## config.mk

```make
export PLATFORM = sky130hd
export DESIGN_NAME = sa_seq_ctrl
export DESIGN_NICKNAME = d
export VERILOG_FILES = /design/src/rtl/sa_seq_ctrl.sv
export SDC_FILE = /design/constraint.sdc
export NUM_CORES = 1
export LEC_CHECK = 0
export CAP_MARGIN = 20
export CORE_MARGIN = 1.5
export CORE_UTILIZATION = 33
export CTS_CLUSTER_SIZE = 10
export DETAILED_ROUTE_END_ITERATION = 10
export GPL_ROUTABILITY_DRIVEN = 1
export PLACE_DENSITY_LB_ADDON = 0.3
export SYNTH_ARGS = -nofsm -noshare
export SYNTH_HDL_FRONTEND = slang
export SYNTH_SLANG_ARGS = --single-unit
```

## constraint.sdc

```tcl
create_clock -name clk -period 2.18 [get_ports clk]
set_input_delay 0.327 -clock clk [delete_from_list [all_inputs] [get_ports clk]]
set_output_delay 0.327 -clock clk [all_outputs]
set_load 0.005 [all_outputs]
```

## src/rtl/sa_seq_ctrl.sv

```systemverilog
// Run-sequencer for the systolic-array top: fetches H weight rows, then H
// activation rows, from a 1-cycle-latency source memory and drives every
// buffer enable the top needs for one complete matrix pass per start pulse.
//
// Handshake: start is a level-sampled request that is only honoured while the
// sequencer is IDLE; there is no back-pressure. src_rd_en/src_addr form a
// fire-and-forget read whose data is valid on src_rdata exactly one cycle later.
module sa_seq_ctrl #(
  parameter int DATASIZE    = 8,
  parameter int ARRAYWIDTH  = 4,
  parameter int ARRAYHEIGHT = 4,
  parameter int DSP_DELAY   = 1,
  parameter int AW          = 8
) (
  input  logic                           clk,
  input  logic                           rst,
  input  logic                           start,
  input  logic [AW-1:0]                  w_base,
  input  logic [AW-1:0]                  a_base,
  output logic                           src_rd_en,
  output logic [AW-1:0]                  src_addr,
  input  logic [DATASIZE*ARRAYWIDTH-1:0] src_rdata,
  output logic [DATASIZE*ARRAYWIDTH-1:0] in_weight,
  output logic [DATASIZE*ARRAYWIDTH-1:0] in_act,
  output logic                           weight_buffer_load_en,
  output logic                           write_weight_en,
  output logic                           weight_buffer_out_en,
  output logic                           input_buffer_load_en,
  output logic                           input_buffer_out_en,
  output logic                           output_buffer_load_en,
  output logic                           output_buffer_out_en,
  output logic                           busy,
  output logic                           done,
  output logic [2:0]                     dbg_state
);

  localparam int H           = ARRAYHEIGHT;
  localparam int W           = ARRAYWIDTH;
  localparam int D           = DSP_DELAY;
  localparam int CW          = $clog2(2 * D * H + 1);
  localparam int LEN_COMPUTE = D * (W - 1);
  localparam int LEN_CAPTURE = 2 * D * H;
  localparam int H_LAST      = H - 1;
  localparam int CMP_LAST    = (LEN_COMPUTE > 0) ? LEN_COMPUTE - 1 : 0;
  localparam int CAP_LAST    = LEN_CAPTURE - 1;

  localparam logic [2:0] S_IDLE     = 3'd0;
  localparam logic [2:0] S_PREFETCH = 3'd1;
  localparam logic [2:0] S_LOAD_W   = 3'd2;
  localparam logic [2:0] S_LOAD_A   = 3'd3;
  localparam logic [2:0] S_COMPUTE  = 3'd4;
  localparam logic [2:0] S_CAPTURE  = 3'd5;
  localparam logic [2:0] S_DRAIN    = 3'd6;
  localparam logic [2:0] S_DONE     = 3'd7;

  logic [2:0]    state_q, state_d;
  logic [CW-1:0] cnt_q, cnt_d;
  logic [AW-1:0] w_base_q, w_base_d;
  logic [AW-1:0] a_base_q, a_base_d;

  logic h_last, cmp_last, cap_last;

  assign h_last   = (cnt_q == CW'(H_LAST));
  assign cmp_last = (cnt_q == CW'(CMP_LAST));
  assign cap_last = (cnt_q == CW'(CAP_LAST));

  // Next-state logic: the phase counter counts cycles inside a state and
  // reloads to zero whenever the state changes.
  always_comb begin
    state_d  = state_q;
    cnt_d    = cnt_q + CW'(1);
    w_base_d = w_base_q;
    a_base_d = a_base_q;
    case (state_q)
      S_IDLE: begin
        cnt_d = '0;
        if (start) begin
          state_d  = S_PREFETCH;
          w_base_d = w_base;
          a_base_d = a_base;
        end
      end
      S_PREFETCH: begin
        state_d = S_LOAD_W;
        cnt_d   = '0;
      end
      S_LOAD_W: begin
        if (h_last) begin
          state_d = S_LOAD_A;
          cnt_d   = '0;
        end
      end
      S_LOAD_A: begin
        if (h_last) begin
          // A single-column array has no skew to wait out.
          state_d = (LEN_COMPUTE == 0) ? S_CAPTURE : S_COMPUTE;
          cnt_d   = '0;
        end
      end
      S_COMPUTE: begin
        if (cmp_last) begin
          state_d = S_CAPTURE;
          cnt_d   = '0;
        end
      end
      S_CAPTURE: begin
        if (cap_last) begin
          state_d = S_DRAIN;
          cnt_d   = '0;
        end
      end
      S_DRAIN: begin
        if (h_last) begin
          state_d = S_DONE;
          cnt_d   = '0;
        end
      end
      default: begin
        state_d = S_IDLE;
        cnt_d   = '0;
      end
    endcase
  end

  // State, phase counter and latched base addresses.
  always_ff @(posedge clk) begin
    if (rst) begin
      state_q  <= S_IDLE;
      cnt_q    <= '0;
      w_base_q <= '0;
      a_base_q <= '0;
    end else begin
      state_q  <= state_d;
      cnt_q    <= cnt_d;
      w_base_q <= w_base_d;
      a_base_q <= a_base_d;
    end
  end

  // Output decode from registered state/counter only, so start never reaches
  // an output combinationally. Reads run one row ahead of the data: the read
  // in the last LOAD_W cycle fetches the first activation row.
  always_comb begin
    src_rd_en             = 1'b0;
    src_addr              = '0;
    in_weight             = '0;
    in_act                = '0;
    weight_buffer_load_en = 1'b0;
    write_weight_en       = 1'b0;
    weight_buffer_out_en  = 1'b0;
    input_buffer_load_en  = 1'b0;
    input_buffer_out_en   = 1'b0;
    output_buffer_load_en = 1'b0;
    output_buffer_out_en  = 1'b0;
    case (state_q)
      S_PREFETCH: begin
        src_rd_en = 1'b1;
        src_addr  = w_base_q;
      end
      S_LOAD_W: begin
        src_rd_en             = 1'b1;
        src_addr              = h_last ? a_base_q : (w_base_q + AW'(cnt_q) + AW'(1));
        in_weight             = src_rdata;
        weight_buffer_load_en = 1'b1;
      end
      S_LOAD_A: begin
        src_rd_en            = !h_last;
        src_addr             = h_last ? '0 : (a_base_q + AW'(cnt_q) + AW'(1));
        in_act               = src_rdata;
        input_buffer_load_en = 1'b1;
        write_weight_en      = 1'b1;
        weight_buffer_out_en = 1'b1;
      end
      S_COMPUTE: begin
        input_buffer_out_en = 1'b1;
      end
      S_CAPTURE: begin
        input_buffer_out_en   = 1'b1;
        output_buffer_load_en = 1'b1;
      end
      S_DRAIN: begin
        input_buffer_out_en  = 1'b1;
        output_buffer_out_en = 1'b1;
      end
      default: ;
    endcase
  end

  assign busy      = (state_q != S_IDLE);
  assign done      = (state_q == S_DONE);
  assign dbg_state = state_q;

endmodule
```

Word-level counts from Yosys, hierarchy flattened
Cells that the tools add are included.
Word-level totals
  word-level logic and storage cells: 55
  register bits after elaboration: 23
Cells by class
  reduce and logical (&&, ||, !) cells: 8
  equality and inequality tests: 16
  add/sub/neg operators: 5
  mux-type cells: 22
Operator list (count)
  2-to-1 mux 32 bit: 2
  one-hot mux 8 bit (3 select lines): 1
  one-hot mux 3 bit (7 select lines): 1
  2-to-1 mux 3 bit: 6
  adder 8 x 1 -> 8 bit (second input constant): 2
  adder 8 x 4 -> 8 bit: 2
  2-to-1 mux 8 bit: 2
  == test 3 bit (second input constant): 4
  2-to-1 mux 4 bit: 3
  inequality test 2 bit (second input constant): 6
  one-hot mux 4 bit (3 select lines): 1
  == test 4 x 2 -> 1 bit (second input constant): 2
  == test 3 x 2 -> 1 bit (second input constant): 2
  AND reduction 6 bit: 1
  OR reduction 3 bit: 2
  2-to-1 mux 1 bit: 5
  adder 4 x 1 -> 4 bit (second input constant): 1
  == test 4 x 3 -> 1 bit (second input constant): 1
  == test 3 x 1 -> 1 bit (second input constant): 1
  logical NOT 3 bit: 1
  nonzero test 3 bit: 1
  one-hot mux 1 bit (2 select lines): 1
  AND reduction 2 bit: 1
  OR reduction 2 bit: 1
  logical NOT 1 bit: 1

Logic depth before layout (Yosys ltp)
Gate-level depths: netlist of run 1.
  depth after elaboration: 4
  depth in mapped cells: 8
  gate-level depth less buffers: 8

Least setup slack after synthesis of run 1
OpenSTA, ideal clock, no wires.
  path type: flip-flop to output port
  start point: register cnt_q[0]
  end point: output port src_addr[4]
  data arrival time: 1.856 ns
  stages on the path, launching flop included: 9
  setup slack: -0.003 ns
  path through: dfxtp_1 inv_1 ha_1 fa_1 nor2b_1 o21a_1 nor3_1 or3b_2 o211ai_1
Between the ends
  longest elaborated chain between the ends: 4
RTL lines
  start: declaration: line 57  | logic [CW-1:0] cnt_q, cnt_d;
  start signal: assignment: line 134  | cnt_q <= cnt_d;
  adder 8 x 4 -> 8 bit (on tied branches): line 168, 162
  adder 8 x 1 -> 8 bit (on tied branches): line 168, 162
  2-to-1 mux 8 bit (on tied branches): line 168, 162
  one-hot mux 8 bit (3 select lines) *: line 155  | case (state_q)
  end: declaration: line 21  | output logic [AW-1:0] src_addr,
Mark *: on every way between the ends. The rest lies on a longest branch, timed or not.

Worst setup path after layout of run 1
  start point: register cnt_q[0]
  end point: output port src_addr[6]
The elaborated chain is that of the path after synthesis.

==> impl_metrics.yaml, run 1 <==
finish:
  number_of_nets_at_the_end_of_the_flow: 522
  final_cell_mix: "sky130_fd_sc_hd__clkdlybuf4s50_1, sky130_fd_sc_hd__and2_1, sky130_fd_sc_hd__buf_4, sky130_fd_sc_hd__nand2_1, sky130_fd_sc_hd__a21oi_1"
  area_growth_syn_to_layout_pct: 103
  fillCellCount: 453
  layout-drive-gt1-share: 0.254
  multi_input_comb_area_sq_mm: 0.00171
  seqCellArea_sq_um: 473
  mostFrequentLayoutCell: "sky130_fd_sc_hd__clkdlybuf4s50_1"
  insertedDiodeCount: 0
pwr:
  total_power_mw: 3.00
  power.density_cell_area_mw_per_mm2: 716
  max-vdd-ir-drop_mv: 0.649
  total_leakage_power_nw: 1.67
floorplan:
  ios: 136
  rows: 28
  die_width_microns: 82.1
  die_h_microns: 82.1
  fp.dieArea_sq_mm: 0.00674
  floorplan.core_area_sq_mm: 0.00599
  initial_core_util: 0.345
critical_path:
  worstPathCellList: "inv_4 -> ha_4 -> fa_2 -> nor2b_1 -> o21a_1 -> buf_4 -> o211ai_1 -> xor2_1 -> o221ai_1 -> buf_2"
  arrival_ps: 2170
  path_buf_inv: 3
  worst_path_largest_cell_delay_ps: 360
  critical_path_required_ps: 1850
  timing.critical_path.to_type: "output port"
  start_kind: "register"
  criticalPathCategory: "register to output port"
  path_delay_family: "adder cells"
  worstPathMaxFanout: 4
  critPathSlowestCell: "sky130_fd_sc_hd__dfxtp_2"
global_route:
  grt-ovfl-total: 0
  grt_antenna_before_repair: 0
  groute.usage.overall: 0.234
  vias_in_the_first_global_route: 2572
  grt_first_pass_wirelength_microns: 12100
  grt_start_max_net_pins: 37
clocking:
  cts-buffers-inserted: 3
  cts_tree: "yes"
  cts_root_buf: "sky130_fd_sc_hd__clkbuf_8"
  cts.reportedPaths.clkPinSlew_ps: 80
  numClockSinks: 23
  clock_path_buffers: 2
  worstSkewPairLatency_ps: 270
  htreeDepth: 1
sta:
  final_max_slew_viol_count: 0
  clock.fmax_mhz: 401
  tightestPinTransition_ps: 581
  maxSlewHeadroom: 0.612
  fin_worst_skew_ps: 1.77
  grt_setup_unrepaired: "true"
  finalCriticalPeriod_ps: 2490
  timing.setup.tns_ps: -951
  timing.final.ws_setup_ps: -313
  final_hold_viols: 0
  timing.final.setup_violations: 6
  final_min_period_over_clock_period: 1.14
run_status:
  outcome: "complete, but fails checks"
  failing_checks: "setup timing"
synth:
  ys_seq_elements: 23
  synth.top_cell.area_share: 0.223
  synth_fp_nets: 348
  synth_top_area_cell: "sky130_fd_sc_hd__dfxtp_1"
  edff_count_synth: 0
  yosysUniqueCellTypes: 40
  async_set_or_reset_register_ratio_after_synthesis: 0
  yosys_warnings: 0
  synth_area_per_cell_sq_um: 7.27
  synthFlopType: "sky130_fd_sc_hd__dfxtp_1"
  synth_seq_area_share: 0.223
  netlist_top_cells_area: "sky130_fd_sc_hd__dfxtp_1, sky130_fd_sc_hd__and2_1, sky130_fd_sc_hd__nand2_1, sky130_fd_sc_hd__a21oi_1, sky130_fd_sc_hd__ha_1"
  synth_cells: 284
  synth.cell_area_sq_mm: 0.00207
routing:
  detailed_routing_iterations_pass_1: 4
  remaining_drc_errors: 0
  via_per_inst: 5.02
  antenna_left: 0
  via_count: 2672
  detail_route.wl_per_cell_microns: 16.2
  initialDrtViolationCount: 93
  finalWirelength_microns: 8610
placed_design:
  dp_worst_setup_slack_ps: -580
  gp_congestion: 0.855
  detailedPlacementHpwl_microns: 6120
  port_buffers: 135
min_path:
  hold_path_class: "register to register"
job:
  timing.max_cap.violations: 0
==> worst paths after layout <==
check,from,end,slack (ps),cells after the start
setup / recovery,cnt_q[0],src_addr[6],-310,10
hold reg to reg,w_base_q[7],w_base_q[7],520,2
setup reg to reg,cnt_q[1],dbg_state[1],290,8
hold / removal,w_base_q[7],w_base_q[7],520,2
==> sequential cells by signal, indices dropped and copies added, names as in the netlist <==
signal and count:
a_base_q 8, w_base_q 8, cnt_q 4, dbg_state 3
==> Yosys cell counts (2+ instances only) <==
master	count
sky130_fd_sc_hd__ha_1	11
sky130_fd_sc_hd__inv_1	10
sky130_fd_sc_hd__nand3_1	2
sky130_fd_sc_hd__o31ai_1	2
sky130_fd_sc_hd__o2111ai_1	2
sky130_fd_sc_hd__o21ai_0	7
sky130_fd_sc_hd__a22oi_1	3
sky130_fd_sc_hd__nand2b_1	7
sky130_fd_sc_hd__fa_1	2
sky130_fd_sc_hd__dfxtp_1	23
sky130_fd_sc_hd__and2_1	66
sky130_fd_sc_hd__nor3_1	9
sky130_fd_sc_hd__nor2_1	14
sky130_fd_sc_hd__buf_1	2
sky130_fd_sc_hd__o211ai_1	4
sky130_fd_sc_hd__o221ai_1	6
sky130_fd_sc_hd__xor2_1	10
sky130_fd_sc_hd__clkbuf_1	9
sky130_fd_sc_hd__a211oi_1	2
sky130_fd_sc_hd__buf_2	2
sky130_fd_sc_hd__clkbuf_2	2
sky130_fd_sc_hd__nand2_1	42
sky130_fd_sc_hd__buf_4	3
sky130_fd_sc_hd__a21oi_1	28
==> cell type report <==
type	instances	area share
Timing Repair Buffer	188	0.436
Multi-Input combinational cell	232	0.409
Sequential cell	23	0.113
Tap cell	75	0.0224
Clock buffer	4	0.0108
Inverter	10	0.00956
==> through the flow <==
step	util	hold WS [ps]	instances	area [sq um]
finish	0.699	516	532	4190
global route	0.699	557	532	4190
CTS	0.666	512	525	3990
detailed placement	0.621	500	514	3720
global placement	0.621	478	514	3720
floorplan	-	450	284	2070
==> worst min-delay path, cell delays in order, from the launching register on <==
cell	delay (ps)
sky130_fd_sc_hd__dfxtp_1	340
sky130_fd_sc_hd__nand2_1	60
sky130_fd_sc_hd__a21oi_1	60
==> layer usage <==
metal / GRT usage / wire length (microns)
met5: 0 / 0
met4: 0.103 / 238
met3: 0.0396 / 602
met2: 0.470 / 4700
met1: 0.231 / 3070
==> power by group <==
group / switching (mW) / leakage [nW] / internal [mW]
clock: 0.144 / 0.0228 / 0.131
combinational: 0.926 / 1.45 / 1.18
sequential: 0.0999 / 0.192 / 0.515
==> kinds of logic (layout without fill, tap and decap cells) <==
kind of cell,after synthesis,count (layout),synth area share
and+or+nand+nor,148,148,0.382
AOI/OAI and AO/OA,59,59,0.194
buffers and inverters,29,202,0.0642
DFF,23,23,0.223
adders and majority gates,13,13,0.0860
xor gates and xnor gates,11,11,0.0466
muxes,1,1,0.00485
==> repair_timing <==
action                                  in CTS  in global routing
setup buffers                                7                  6
resized for setup                           84                 27
pin swaps                                   12                 14
endpoints found under the hold margin        0                  0
endpoints found under the setup margin      59                 44
hold buffers                                 0                  0
gates cloned                                 0                  3
No activity file was read; power rests on OpenSTA's default activity.
==> inputs of run 2 (changes only) <==
--- a/config.mk
+++ b/config.mk
@@ -5,6 +5,7 @@
 export SDC_FILE = /design/constraint.sdc
 export NUM_CORES = 1
 export LEC_CHECK = 0
+export ABC_AREA = 1
 export CAP_MARGIN = 20
 export CORE_MARGIN = 1.5
 export CORE_UTILIZATION = 33
==> run 2 against run 1 <==
Sequential share of layout area rose by 0.12 points. Clock skew grew 0.80 ps. Synthesized cell count up 30%. Highest routed layer unchanged. Setup slack improved by 220 ps. Cell count increased by 15%. Synthesized area up 0.85%. Register-to-register slack improved by 170 ps. The run still ends with setup timing left. Global-route usage rose by 0.82 points. Fmax increased by 9.7%. Cell area rose by 0.27%.
==> impl_metrics.yaml, run 2 <==
sta:
  fin_worst_skew_ps: 2.57
  tightestPinTransition_ps: 507
  final_max_slew_viol_count: 0
  finalCriticalPeriod_ps: 2270
  final_hold_viols: 0
  maxSlewHeadroom: 0.661
  timing.setup.tns_ps: -264
  timing.final.ws_setup_ps: -92.6
  timing.final.setup_violations: 4
  clock.fmax_mhz: 440
  grt_setup_unrepaired: "true"
  final_min_period_over_clock_period: 1.04
clocking:
  htreeDepth: 1
  numClockSinks: 23
  clock_path_buffers: 2
  cts-buffers-inserted: 3
  worstSkewPairLatency_ps: 270
  cts.reportedPaths.clkPinSlew_ps: 90
  cts_hold_fix_bufs: 0
  cts_tree: "yes"
  cts_root_buf: "sky130_fd_sc_hd__clkbuf_8"
routing:
  via_per_inst: 4.93
  via_count: 3021
  finalWirelength_microns: 8960
  antenna_left: 0
  initialDrtViolationCount: 191
  remaining_drc_errors: 0
  detail_route.wl_per_cell_microns: 14.6
  detailed_routing_iterations_pass_1: 4
placed_design:
  port_buffers: 135
  gp_congestion: 0.968
  dp_worst_setup_slack_ps: -315
  detailedPlacementHpwl_microns: 6070
critical_path:
  worst-r2r-cell-count: 11
  worst_path_largest_cell_delay_ps: 370
  rr_startpoint: "cnt_q[0]"
  timing.critical_path.to_type: "output port"
  worst_setup_endpoint: "src_addr[2]"
  worstPathCellList: "inv_4 -> ha_4 -> fa_2 -> buf_4 -> xor2_1 -> a21oi_1 -> o21ai_1 -> o221ai_1 -> buf_2"
  critical_path_depth: 9
  startpoint: "cnt_q[0]"
  criticalPathCategory: "register to output port"
  path_buf_inv: 3
  regToRegEndpoint: "dbg_state[1]"
  path_delay_family: "adder cells"
  reg2reg_slack_ps: 460
  critical_path_required_ps: 1850
  worstPathMaxFanout: 4
  arrival_ps: 1950
  start_kind: "register"
  critPathSlowestCell: "sky130_fd_sc_hd__dfxtp_2"
floorplan:
  initial_core_util: 0.348
  floorplan.core_area_sq_mm: 0.00599
  fp.dieArea_sq_mm: 0.00680
  rows: 28
  die_width_microns: 82.5
  die_h_microns: 82.5
  ios: 136
synth:
  synthFlopType: "sky130_fd_sc_hd__dfxtp_1"
  synth_cells: 368
  yosys_warnings: 0
  synth.top_cell.area_share: 0.221
  yosysUniqueCellTypes: 27
  synth_area_per_cell_sq_um: 5.66
  most_numerous_cell_types_in_the_synthesized_netlist: "sky130_fd_sc_hd__nor2_1, sky130_fd_sc_hd__inv_1, sky130_fd_sc_hd__nand2_1"
  synth.cell_area_sq_mm: 0.00208
  netlist_top_cells_area: "sky130_fd_sc_hd__dfxtp_1, sky130_fd_sc_hd__nor2_1, sky130_fd_sc_hd__inv_1, sky130_fd_sc_hd__nand2_1, sky130_fd_sc_hd__a21oi_1"
  yosysMostFrequentCell: "sky130_fd_sc_hd__nor2_1"
  edff_count_synth: 0
  synth_top_area_cell: "sky130_fd_sc_hd__dfxtp_1"
  synth_fp_nets: 432
  ys_seq_elements: 23
  async_set_or_reset_register_ratio_after_synthesis: 0
  synth_seq_area_share: 0.221
finish:
  reg.largest.list: "a_base_q: 8 flops, w_base_q: 8 flops, cnt_q: 4 flops"
  multi_input_comb_area_sq_mm: 0.00151
  mostFrequentLayoutCell: "sky130_fd_sc_hd__clkdlybuf4s50_1"
  layout-drive-gt1-share: 0.236
  number_of_nets_at_the_end_of_the_flow: 603
  final_util: 0.701
  insertedDiodeCount: 0
  fillCellCount: 460
  area_growth_syn_to_layout_pct: 102
  final_cell_mix: "sky130_fd_sc_hd__clkdlybuf4s50_1, sky130_fd_sc_hd__nor2_1, sky130_fd_sc_hd__inv_1, sky130_fd_sc_hd__nand2_1, sky130_fd_sc_hd__buf_4"
  seqCellArea_sq_um: 479
pwr:
  max-vdd-ir-drop_mv: 0.600
  p_sw_mw: 1.32
  pwr-share-clk: 0.094
  power.share.sequential: 0.228
  p_int_mw: 1.72
  switching_share: 0.434
  combinationalPowerShare: 0.678
  power.density_cell_area_mw_per_mm2: 723
  total_leakage_power_nw: 2.57
  total_power_mw: 3.03
run_status:
  failing_checks: "setup timing"
  outcome: "complete, but fails checks"
global_route:
  grt_antenna_before_repair: 0
  groute.usage.overall: 0.242
  grt_start_max_net_pins: 33
  vias_in_the_first_global_route: 2726
  grt_first_pass_wirelength_microns: 12700
  grt-ovfl-total: 0
min_path:
  hold_path_class: "register to register"
job:
  timing.max_cap.violations: 0
==> run 2: cell count changes after synthesis, sizes merged, moves of 3 or more <==
cell / delta
a22oi: -3
and2: -67
clkbuf: -6
inv: +67
nand2: +11
nand2b: -7
nand3: +20
nand4: +4
nor2: +73
nor3: -5
o211ai: -3
o21ai: +21
o221ai: -3
xor2: -5
==> run 2: how the worst min path moves through the flow <==
stage,startpoint,end,cells after the start
final,w_base_q[3],w_base_q[3],2
after global routing,w_base_q[7],w_base_q[7],2
after CTS,cnt_q[0],cnt_q[0],2
after detailed placement,w_base_q[3],w_base_q[3],2
after global placement,w_base_q[3],w_base_q[3],2
after floorplan,cnt_q[0],cnt_q[0],1
==> run 2: kinds of logic after synthesis <==
kind of cell               count (synthesis)  share of synthesized area
DFF                                       23                      0.221
buffers and inverters                     92                      0.174
and+or+nand+nor                          173                      0.340
adders and majority gates                 13                     0.0853
xor gates and xnor gates                   5                     0.0210
AOI/OAI and AO/OA                         62                      0.159
==> run 2: final cells by class <==
class	instances	area share
Multi-Input combinational cell	253	0.359
Sequential cell	23	0.114
Timing Repair Buffer	181	0.423
Clock buffer	4	0.0107
Tap cell	75	0.0224
Inverter	77	0.0706
==> run 2: worst min-delay path, cell delays in order (launching register included) <==
cell                      delay [ps]
sky130_fd_sc_hd__dfxtp_1         360
sky130_fd_sc_hd__inv_1            70
sky130_fd_sc_hd__a21oi_1          60
==> run 2: per-layer routing <==
metal / global-route usage / wire length, microns / part of all wire
met1: 0.274 / 3460 / 0.39
met2: 0.442 / 4390 / 0.49
met3: 0.0374 / 843 / 0.094
met4: 0.110 / 262 / 0.029
met5: 0 / 0 / 0
==> run 2: per-stage QoR <==
| stage | instance area (sq um) | hold slack, ps | cells |
|---|---|---|---|
| after floorplan | 2080 | 430 | 368 |
| after global placement | 3660 | 464 | 588 |
| after detailed placement | 3660 | 483 | 588 |
| final | 4200 | 527 | 613 |
| after CTS | 3880 | 518 | 601 |
| after global routing | 4200 | 546 | 613 |
==> run 2: power groups by stage <==
stage,registers (mW),clock network [mW],logic (mW)
floorplan,0.629,0,0.854
global placement,0.656,0,1.82
detailed placement,0.658,0,1.85
CTS,0.671,0.282,1.90
global route,0.708,0.301,2.23
finish,0.691,0.285,2.06
==> run 2: what timing repair did <==
| action | CTS | global route |
|---|---|---|
| pin swaps | 14 | 24 |
| setup buffers | 9 | 12 |
| resized for setup | 59 | 89 |
| setup endpoints to repair | 73 | 71 |
==> inputs of run 3 (changes only) <==
--- a/config.mk
+++ b/config.mk
@@ -13,6 +13,7 @@
 export DETAILED_ROUTE_END_ITERATION = 10
 export GPL_ROUTABILITY_DRIVEN = 1
 export PLACE_DENSITY_LB_ADDON = 0.3
+export SLEW_MARGIN = 30
 export SYNTH_ARGS = -nofsm -noshare
 export SYNTH_HDL_FRONTEND = slang
 export SYNTH_SLANG_ARGS = --single-unit
==> results of run 3 <==
Same layout as run 2: the final DEF is identical, and so are final timing and power.
